File: config.mk
export PLATFORM = sky130hd
export DESIGN_NAME = alu_issue_ctrl
export DESIGN_NICKNAME = d
export VERILOG_FILES = /design/src/rtl/alu_issue_ctrl.sv
export SDC_FILE = /design/constraint.sdc
export NUM_CORES = 1
export LEC_CHECK = 0
export ABC_AREA = 1
export CORE_UTILIZATION = 50
export CTS_BUF_LIST = sky130_fd_sc_hd__clkbuf_8
export CTS_CLUSTER_DIAMETER = 100
export DETAILED_ROUTE_END_ITERATION = 12
export PLACE_DENSITY = 0.75
export SYNTH_ARGS = -nofsm -noshare
export SYNTH_HDL_FRONTEND = slang
export SYNTH_SLANG_ARGS = --single-unit
File: constraint.sdc
create_clock -name clk -period 2.25 [get_ports clk]
set_input_delay 0.675 -clock clk [delete_from_list [all_inputs] [get_ports clk]]
set_output_delay 0.675 -clock clk [all_outputs]
set_load 0.01 [all_outputs]
File: src/rtl/alu_issue_ctrl.sv
// alu_issue_ctrl: instruction issue controller in front of the tiny16 ALU.
// Accepts 16-bit instruction words over valid/ready, reads operands from an
// 8x16 register file, drives the ALU and writes its result back.
// Optional feature: define ALU_ISSUE_DIV0_TRAP_EN to reject DIV by zero
// at acceptance (err pulse, no issue) instead of issuing it.
module alu_issue_ctrl #(
  parameter int NREGS = 8,
  parameter int W     = 16
) (
  input  logic         clk,
  input  logic         rst,
  input  logic         instr_valid,
  output logic         instr_ready,
  input  logic [15:0]  instr,
  output logic [3:0]   alu_opcode,
  output logic         alu_ar_flag,
  output logic [W-1:0] alu_src1,
  output logic [W-1:0] alu_src2,
  output logic         alu_out_en,
  input  logic [W-1:0] alu_out,
  input  logic [3:0]   alu_flags,
  output logic [3:0]   flags,
  output logic         done,
  output logic         err,
  input  logic [2:0]   dbg_sel,
  output logic [W-1:0] dbg_data
);

  localparam int unsigned LP_NREGS = NREGS;

  typedef enum logic [1:0] {
    S_IDLE,
    S_ISSUE,
    S_CAPTURE,
    S_LOAD
  } state_t;

  state_t         r_state;
  logic [W-1:0]   r_rf [NREGS];
  logic [2:0]     r_rd;
  logic [7:0]     r_imm;
  logic [3:0]     r_opcode;
  logic           r_ar;
  logic [W-1:0]   r_src1;
  logic [W-1:0]   r_src2;
  logic           r_out_en;
  logic [3:0]     r_flags;
  logic           r_done;
  logic           r_err;

  logic [3:0]     w_op;
  logic [2:0]     w_rd;
  logic [2:0]     w_rs1;
  logic [2:0]     w_rs2;
  logic [W-1:0]   w_rs1_val;
  logic [W-1:0]   w_rs2_val;
  logic           w_is_alu;
  logic           w_is_ldi;
  logic           w_trap;
  logic           w_hs;

  // Ready only in IDLE and forced low while reset is held.
  assign instr_ready = rst & (r_state == S_IDLE);
  assign w_hs        = instr_valid & instr_ready;

  assign alu_opcode  = r_opcode;
  assign alu_ar_flag = r_ar;
  assign alu_src1    = r_src1;
  assign alu_src2    = r_src2;
  assign alu_out_en  = r_out_en;
  assign flags       = r_flags;
  assign done        = r_done;
  assign err         = r_err;
  assign dbg_data    = r_rf[dbg_sel];

  // Decode the instruction word and fetch operands for the acceptance edge.
  always_comb begin
    w_op      = instr[15:12];
    w_rd      = instr[10:8];
    w_rs1     = instr[7:5];
    w_rs2     = instr[4:2];
    w_rs1_val = r_rf[w_rs1];
    w_rs2_val = r_rf[w_rs2];
    w_is_alu  = (w_op >= 4'd3) && (w_op <= 4'd11);
    w_is_ldi  = (w_op == 4'd1);
`ifdef ALU_ISSUE_DIV0_TRAP_EN
    w_trap    = (w_op == 4'd6) && (w_rs2_val == '0);
`else
    w_trap    = 1'b0;
`endif
  end

  // Issue FSM with registered ALU drive, register-file writeback and pulses.
  always_ff @(posedge clk or negedge rst) begin
    if (!rst) begin
      r_state  <= S_IDLE;
      for (int unsigned i = 0; i < LP_NREGS; i++) begin
        r_rf[i] <= '0;
      end
      r_rd     <= '0;
      r_imm    <= '0;
      r_opcode <= '0;
      r_ar     <= 1'b0;
      r_src1   <= '0;
      r_src2   <= '0;
      r_out_en <= 1'b0;
      r_flags  <= '0;
      r_done   <= 1'b0;
      r_err    <= 1'b0;
    end else begin
      r_done <= 1'b0;
      r_err  <= 1'b0;
      unique case (r_state)
        S_IDLE: begin
          if (w_hs) begin
            if (w_is_alu && !w_trap) begin
              r_state  <= S_ISSUE;
              r_opcode <= w_op;
              r_ar     <= instr[11];
              r_src1   <= w_rs1_val;
              r_src2   <= w_rs2_val;
              r_out_en <= 1'b1;
              r_rd     <= w_rd;
            end else if (w_is_ldi) begin
              r_state <= S_LOAD;
              r_rd    <= w_rd;
              r_imm   <= instr[7:0];
            end else begin
              r_err <= 1'b1;
            end
          end
        end
        S_ISSUE: begin
          r_state <= S_CAPTURE;
        end
        S_CAPTURE: begin
          r_rf[r_rd] <= alu_out;
          r_flags    <= alu_flags;
          r_done     <= 1'b1;
          r_opcode   <= '0;
          r_ar       <= 1'b0;
          r_src1     <= '0;
          r_src2     <= '0;
          r_out_en   <= 1'b0;
          r_state    <= S_IDLE;
        end
        S_LOAD: begin
          r_rf[r_rd] <= {{(W-8){1'b0}}, r_imm};
          r_done     <= 1'b1;
          r_state    <= S_IDLE;
        end
        default: begin
          r_state <= S_IDLE;
        end
      endcase
    end
  end

endmodule
# == Word level (Yosys, flattened, before mapping) ==
# Cells that the tools add are included.
# word_totals
wordCells,91
output_inout_bits,61
ff_bits,185
input_bits,42
# classes
reduce_logical,11
n_bitwise,7
order_cmp,7
n_mux,40
eq_ne,7
# op_table
cell,count
bitwise mux 128 bit,2
case mux 128 bit (2 select lines),1
2-to-1 mux 16 bit,11
binary-select mux 16 bit (select 3 bit),3
case mux 16 bit (2 select lines),2
demux 16 bit (select 3 bit),1
">= comparator 4 bit, second input constant",4
NOT 3 -> 4 bit,4
2-to-1 mux 1 bit,9
2-to-1 mux 4 bit,2
case mux 4 bit (2 select lines),1
2-to-1 mux 2 bit,3
2-to-1 mux 3 bit,2
case mux 2 bit (3 select lines),1
AND reduction 3 bit,2
nonzero test 2 bit,3
"== test 2 bit, second input constant",2
"== test 4 x 1 -> 1 bit, second input constant",1
">= comparator 4 x 2 -> 1 bit, second input constant",1
"<= comparator 4 bit, second input constant",1
"< comparator 4 x 1 -> 1 bit, second input constant",1
"inequality test 2 bit, second input constant",2
case mux 1 bit (2 select lines),2
AND reduction 4 bit,1
8 further kinds,10

# == Depth between registers and ports, before layout ==
# Gate-level depths: netlist of the first run.
# logic_depth
depth_word,7
ltp_mapped,9
mapped_depth_nobuf,8

# == Worst setup path before layout of the first run ==
# OpenSTA, ideal clock, no wires.
# synth_timing
path_kind,input to output
startpoint,in dbg_sel[1]
endpoint,out dbg_data[10]
arrival_ps,1566
stages,7
n_path_buf,2
required_ps,1575
setup_slack_ps,9
path_cell_list,clkbuf_1 inv_1 clkbuf_1 a21oi_1 o21ai_0 nand3_1 and2_1
# synth_via
elab_chain_len,4
# synth_lines
item,line_no,text
start: declaration,25,"input logic [2:0] dbg_sel,"
NOT 3 -> 4 bit (implied by the code),74,assign dbg_data = r_rf[dbg_sel];
binary-select mux 16 bit (select 3 bit),74,
2-to-1 mux 16 bit (implied by the code) (2 in a row),74,
end: declaration,26,output logic [W-1:0] dbg_data
# Every way passes these cells. The select of a mux whose other input is x is not followed.

# == Worst setup path in the final report of the first run ==
# layout_timing
startpoint,in dbg_sel[0]
endpoint,out dbg_data[15]
# Same word-level chain as after synthesis.

==> metrics.log, run 1 <==
[metrics] Std-Cell Rows: 53
[metrics] Layout Area Growth over Synthesis: 24.3%
[metrics] routed vias: approximately 12000
[metrics] I/O Buffers: 102
[metrics] RSZ-0062 raised after global routing: true
[metrics] first-pass GRT wire length: 60.0 mm
[metrics] drt total wl: 38.4 mm
[metrics] number of sinks handled by clock tree synthesis: 185
[metrics] Post-Synthesis Cells: 1574
[metrics] Die Footprint: about 22000 um2
[metrics] Required @ worst endpoint: 1.57 ns
[metrics] Top FF cell, synth: dfrtp_1
[metrics] top-area cell type share of the netlist area: 43.4%
[metrics] Worst-path clk slew: 0.11 ns
[metrics] Slew HR: 46.7%
[metrics] fraction of final layout cells sized beyond drive strength 1: ~13%
[metrics] Period Utilization, post-route: 106%
[metrics] most frequent cells in the layout: 647 x nand2_1, 183 x dfrtp_1, 170 x nand3_1, 143 x inv_1, 98 x o21ai_0
[metrics] average vias per placed instance: 5.85
[metrics] number of H-tree levels: 4
[metrics] detailed-placement wirelength estimate: ~25 mm
[metrics] clock period minus final worst setup slack: 2.38 ns
[metrics] Remaining DRCs: 0
[metrics] count of pins over their slew limit: 0
[metrics] kind of critical path: input pin to output port
[metrics] standby leakage power: roughly 0.0066 uW
[metrics] via count of the first global-routing pass: ~11000
[metrics] DIE WIDTH: roughly 150 um
[metrics] path type of the worst min-delay path: input pin to asynchronous set/reset pin
[metrics] number of flops mapped to enable cells by yosys: 0
[metrics] Skew-Pair Late Insertion Delay: approximately 0.50 ns
[metrics] Crit. End Element: output port
[metrics] net count of the finished layout: 1729
[metrics] final worst hold slack: 0.334 ns
[metrics] DRT iter0 DRCs: 1517
[metrics] Die Y-Extent: 148 um
[metrics] register area share after synthesis: approximately 43%
[metrics] clock root buffer: clkbuf_8
[metrics] Critical Path Source Type: input pin
[metrics] post-route setup TNS: -0.845 ns
[metrics] number of fill cells: approximately 1900
[metrics] ANT cells: 0
[metrics] Worst-Margin Slew: 0.799 ns
[metrics] CTS tree: built
[metrics] Max Cap Violations: 0
[metrics] Worst Slack Setup Final: -0.133 ns
[metrics] antenna-violating nets left: 0
[metrics] largest fanout on the critical path: 6
[metrics] TritonRoute pass-1 iters: 9
[metrics] maximum number of pins on one net before global-route repair: 82
[metrics] non-filler cells, final: 1975
[metrics] violated checks: setup timing
[metrics] setup violators final: 14
[metrics] number of warning messages in the yosys log: 0
[metrics] area of all sequential standard cells: around 4600 um2
[metrics] hold violation total from the final report: 0
[metrics] total CTS buffers: 17
[metrics] all-layer global routing usage: 36.3%
[metrics] syn_area_per_cell: 6.78 um2
[metrics] Initial Util: 50.9%
[metrics] synthesis-stage register bit count: around 190
[metrics] outcome: complete, but fails checks
[metrics] placeable core region: between 20000 and 25000 um2
[metrics] leading cell type in the layout, fill and taps excluded: nand2_1
[metrics] utilization after layout: a little over three fifths
[metrics] num ports: 103
[metrics] number of distinct standard cells referenced by the synthesized netlist: 24
[metrics] area used by multi-input combinational logic: approximately 5200 um2
[metrics] number of nets in the synthesized netlist: 1616
[metrics] mean routed wirelength per cell: 19.4 um
[metrics] cell area after synthesis: approximately 11000 um2
[metrics] Final Total Pwr: 13500 uW
[metrics] FMAX: between 0.4 and 0.5 GHz
[metrics] leading area contributor after synthesis: dfrtp_1
[metrics] proportion of register bits with asynchronous set or reset after synthesis: 100%
[metrics] DP Cell Count: 1927
[metrics] data arrival time of the critical path: 1.71 ns
[metrics] global placement routability congestion: 0.994
[metrics] leading cell types by total area after synthesis: dfrtp_1 43%, nand2_1 23%, nand3_1 8.0%, o21ai_0 6.7%, inv_1 5.2%
[metrics] Cell Pwr Density: 1020 nW/um2
[metrics] number of antenna violations at the first check in global routing: 0
[metrics] Worst VDD drop: 0.563 mV
[metrics] maximum clock insertion buffer count: 2
[metrics] gr ovfl total: 0
[metrics] clock skew after layout: 0.0109 ns
[metrics] Post-CTS Hold Fix Bufs: 0
==> worst max-delay path: stages <==
cell and delay [ns]:
buf_12 0.13, inv_12 0.10, bufbuf_16 0.26, a21oi_1 0.06, o21ai_1 0.09, nand3_1 0.12, and2_4 0.16, buf_6 0.11
==> stage by stage <==
stage,area (um2),setup WS (ns)
finish,13300,-0.133
CTS,13200,-0.0878
global route,13300,-0.170
detailed placement,12400,-0.916
floorplan,10700,0.00877
global placement,12400,-0.912
==> Yosys cell counts, types with 8 or more instances <==
| library cell | count |
|---|---|
| a21oi_1 | 64 |
| nand3_1 | 171 |
| o21ai_2 | 8 |
| o21ai_0 | 143 |
| nor2_2 | 8 |
| o21ai_1 | 11 |
| and2_1 | 18 |
| buf_2 | 36 |
| clkbuf_1 | 51 |
| inv_1 | 149 |
| o22ai_1 | 49 |
| dfrtp_1 | 185 |
| nor2_1 | 8 |
| nand2_1 | 647 |
| buf_1 | 8 |
==> path summary, 6_finish.rpt <==
path                                      end  slack [ns]  cells past startpoint     startpoint
worst max-delay path             dbg_data[15]       -0.13                      8     dbg_sel[0]
worst min-delay path                     done        0.33                      3            rst
worst max register to register       r_rf[74]        0.43                      5     r_state[1]
worst min register to register  alu_opcode[3]        0.48                      2  alu_opcode[3]
max in group asynchronous            r_rf[63]        1.07                      4            rst
min in group clk                alu_opcode[3]        0.48                      2  alu_opcode[3]
==> cell type report <==
type | instances | area share [%]
Clock buffer | 17 | 1.76
Clock inverter | 15 | 1.20
Inverter | 153 | 4.44
Multi-Input combinational cell | 1137 | 39.0
Sequential cell | 185 | 34.9
Tap cell | 275 | 2.59
Timing Repair Buffer | 193 | 16.1
==> cell families after synthesis <==
kind of cell / count (synthesis) / share of synthesized area (%)
AO/OA/AOI/OAI: 275 / 13.7
flip-flops: 185 / 43.4
AND/OR/NAND/NOR: 862 / 33.4
buffers and inverters: 252 / 9.49
==> flip-flops by register name, summed over array words and instances, names as in the netlist <==
register     count
r_state          2
alu_src1        16
alu_ar_flag      1
done             1
r_imm            8
alu_src2        16
r_rf           128
r_rd             3
err              1
alu_opcode       4
alu_out_en       1
flags            4
==> power by group <==
part	total, uW	switching, uW	leakage (uW)	internal, uW
Combinational	5820	3600	0.00423	2230
Sequential	5410	705	0.00217	4710
Clock	2290	1460	0.000191	834
Total	13500	5760	0.00658	7770
==> routing by layer <==
layer | GRT usage (%) | vias to the layer above | wire length [um]
met1 | 46.5 | 5303 | 14000
met3 | 7.82 | 190 | 4530
met4 | 22.3 | 0 | 2150
met2 | 56.4 | 814 | 17700
met5 | 0 | - | 0
li1 | - | 5245 | -
==> timing repair <==
action	4_1_cts	5_1_grt
resized for setup	177	27
setup buffers	6	2
pin swaps	11	5
endpoints found under the hold margin	0	0
endpoints found under the setup margin	17	16
cloned	8	0
Power figures use the tool's default switching activity.
==> inputs of run 2 (changes only) <==
--- a/config.mk
+++ b/config.mk
@@ -6,6 +6,7 @@
 export NUM_CORES = 1
 export LEC_CHECK = 0
 export ABC_AREA = 1
+export CORE_MARGIN = 2
 export CORE_UTILIZATION = 50
 export CTS_BUF_LIST = sky130_fd_sc_hd__clkbuf_8
 export CTS_CLUSTER_DIAMETER = 100
==> run 2 against run 1 <==
Effect of this change:
- the flow still finishes with violations (setup timing)
- sequential share of layout area is 0.26 points higher
- register-to-register slack worse by 0.03 ns
- count of clock-buffer cells in the layout is 2 higher
- global-route usage is 2.0 points lower
- worst setup slack better by 0.026 ns
- highest routed layer unchanged
==> metrics.log, run 2 (same netlist as run 1, synthesis figures left out) <==
[metrics] outcome: complete, but fails checks
[metrics] violated checks: setup timing
[metrics] Initial Util: 50.9% (unchanged)
[metrics] all-layer global routing usage: 34.3% (-2.0 points)
[metrics] fraction of final layout cells sized beyond drive strength 1: 12.9% (+0.061 points)
[metrics] number of H-tree levels: 4 (unchanged)
[metrics] Worst-path clk slew: 0.10 ns (about the same)
[metrics] Worst Slack Setup Final: -0.107 ns (+0.0259 ns)
[metrics] Std-Cell Rows: 53 (unchanged)
[metrics] clock period minus final worst setup slack: 2.36 ns (-0.0259 ns)
[metrics] Worst-Margin Slew: 1.01 ns (+0.207 ns)
[metrics] register ranked first by flip-flop count: r_rf
[metrics] mean routed wirelength per cell: 19.5 um (+0.30%)
[metrics] Largest register FFs: 128 (unchanged)
[metrics] Die Footprint: 22500 um2 (+2.7%)
[metrics] DIE WIDTH: 150 um (+1.4%)
[metrics] most frequent cells in the layout: 647 x nand2_1, 184 x dfrtp_1, 171 x nand3_1, 146 x inv_1, 95 x o21ai_0
[metrics] first-pass GRT wire length: 58.9 mm (-1.8%)
[metrics] gr ovfl total: 0 (unchanged)
[metrics] post-route cell area: 13200 um2 (-0.77%)
[metrics] final worst hold slack: 0.452 ns (+0.119 ns)
[metrics] TritonRoute pass-1 iters: 8 (-1)
[metrics] utilization after layout: 62.8% (-0.49 points)
[metrics] Max Cap Violations: 0 (unchanged)
[metrics] met2 wire length: 17.3 mm (-2.4%)
[metrics] Slew HR: 32.9% (-14 points)
[metrics] Layout Area Growth over Synthesis: 23.3%
[metrics] detailed-placement wirelength estimate: 24.3 mm (-1.8%)
[metrics] number of fill cells: 1907 (+1.3%)
[metrics] CTS tree: built
[metrics] RSZ-0062 raised after global routing: true
[metrics] Post-CTS Hold Fix Bufs: 0 (unchanged)
[metrics] average vias per placed instance: 5.84 (-0.16%)
[metrics] number of antenna violations at the first check in global routing: 0 (unchanged)
[metrics] Critical Path Source Type: input pin
[metrics] num ports: 103 (unchanged)
[metrics] hold violation total from the final report: 0 (unchanged)
[metrics] max layer used: met4
[metrics] setup violators final: 14 (unchanged)
[metrics] via count of the first global-routing pass: 10900 (-1.7%)
[metrics] Period Utilization, post-route: 105% (-1.1 points)
[metrics] ANT cells: 0 (unchanged)
[metrics] leading cell type in the layout, fill and taps excluded: nand2_1
[metrics] Routed met3 length: 4.10 mm (-9.5%)
[metrics] maximum number of pins on one net before global-route repair: 186 (+130%)
[metrics] met1 wire length: 14.0 mm (+0.39%)
[metrics] FMAX: 0.424 GHz (+1.1%)
[metrics] number of sinks handled by clock tree synthesis: 185 (unchanged)
[metrics] placeable core region: 21000 um2 (unchanged)
[metrics] total CTS buffers: 17 (unchanged)
[metrics] Crit. End Element: output port
[metrics] Skew-Pair Late Insertion Delay: 0.49 ns (about the same)
[metrics] post-route setup TNS: -0.759 ns (+0.0863 ns)
[metrics] net count of the finished layout: 1721 (-0.46%)
[metrics] drt total wl: 38.3 mm (-0.10%)
[metrics] area of placed instances: 12300 um2 (-0.50%)
[metrics] data arrival time of the critical path: 1.68 ns (-0.03 ns)
[metrics] Cell Pwr Density: 1040 nW/um2 (+1.7%)
[metrics] antenna-violating nets left: 0 (unchanged)
[metrics] kind of critical path: input pin to output port
[metrics] clock root buffer: clkbuf_8
[metrics] standby leakage power: 0.00652 uW (-0.92%)
[metrics] path type of the worst min-delay path: input pin to asynchronous set/reset pin
[metrics] Worst VDD drop: 0.514 mV (-8.6%)
[metrics] Required @ worst endpoint: 1.57 ns (about the same)
[metrics] I/O Buffers: 102 (unchanged)
[metrics] routed vias: 11500 (-0.56%)
[metrics] largest fanout on the critical path: 5 (-1)
[metrics] global placement routability congestion: 0.951 (-4.4%)
[metrics] DRT iter0 DRCs: 1351 (-11%)
[metrics] Remaining DRCs: 0 (unchanged)
[metrics] clock skew after layout: 0.0225 ns (+0.0116 ns)
[metrics] Die Y-Extent: 150 um (+1.4%)
[metrics] count of pins over their slew limit: 0 (unchanged)
[metrics] maximum clock insertion buffer count: 2 (unchanged)
-- run 2: cell type report --
type	instances	area [um2]	area share [%]
Clock buffer	19	262	1.99
Clock inverter	13	158	1.20
Inverter	153	592	4.50
Multi-Input combinational cell	1137	5220	39.6
Sequential cell	185	4630	35.2
Tap cell	275	344	2.61
Timing Repair Buffer	185	1960	14.9
-- run 2: per-stage QoR --
stage               worst slack (ns)  power [uW]  cells
detailed placement            -0.893       10800   1927
CTS                           -0.126       13400   1966
global route                  -0.142       14600   1967
global placement              -0.897       10600   1927
finish                        -0.107       13700   1967
floorplan                    0.00877        8690   1574
-- run 2: power by group --
part	internal, uW	total [uW]	switching [uW]
clock	1080	2450	1370
sequential	4710	5350	640
combinational	2250	5860	3620
total	8030	13700	5620
-- run 2: per-layer routing --
layer / up-vias / global-route usage, %
met5: - / 0
met4: 0 / 22.6
met3: 224 / 8.64
met2: 774 / 52.1
met1: 5263 / 43.5
li1: 5226 / -
-- run 2: what timing repair did --
| item | CTS | global route |
|---|---|---|
| setup buffers | 4 | 0 |
| endpoints found under the hold margin | 0 | 0 |
| setup endpoints to repair | 17 | 16 |
| resized for setup | 147 | 68 |
| pin swaps | 12 | 25 |
| gates cloned | 3 | 2 |
-- run 2: worst paths after layout --
check / to / from / slack (ns) / cells past startpoint
max: dbg_data[0] / dbg_sel[0] / -0.11 / 9
min: alu_src1[15] / rst / 0.45 / 2
max reg2reg: r_rf[106] / r_state[1] / 0.40 / 5
min reg2reg: alu_ar_flag / alu_ar_flag / 0.48 / 2
max in group asynchronous: r_rf[36] / rst / 1.11 / 2
min in group clk: alu_ar_flag / alu_ar_flag / 0.48 / 2
-- run 2: worst max-delay path, stage by stage --
cell and delay (ns):
buf_12 0.10, clkinv_8 0.07, buf_8 0.14, buf_6 0.12
a21oi_2 0.14, o21ai_2 0.07, nand3_1 0.10, and2_4 0.15
buf_6 0.09
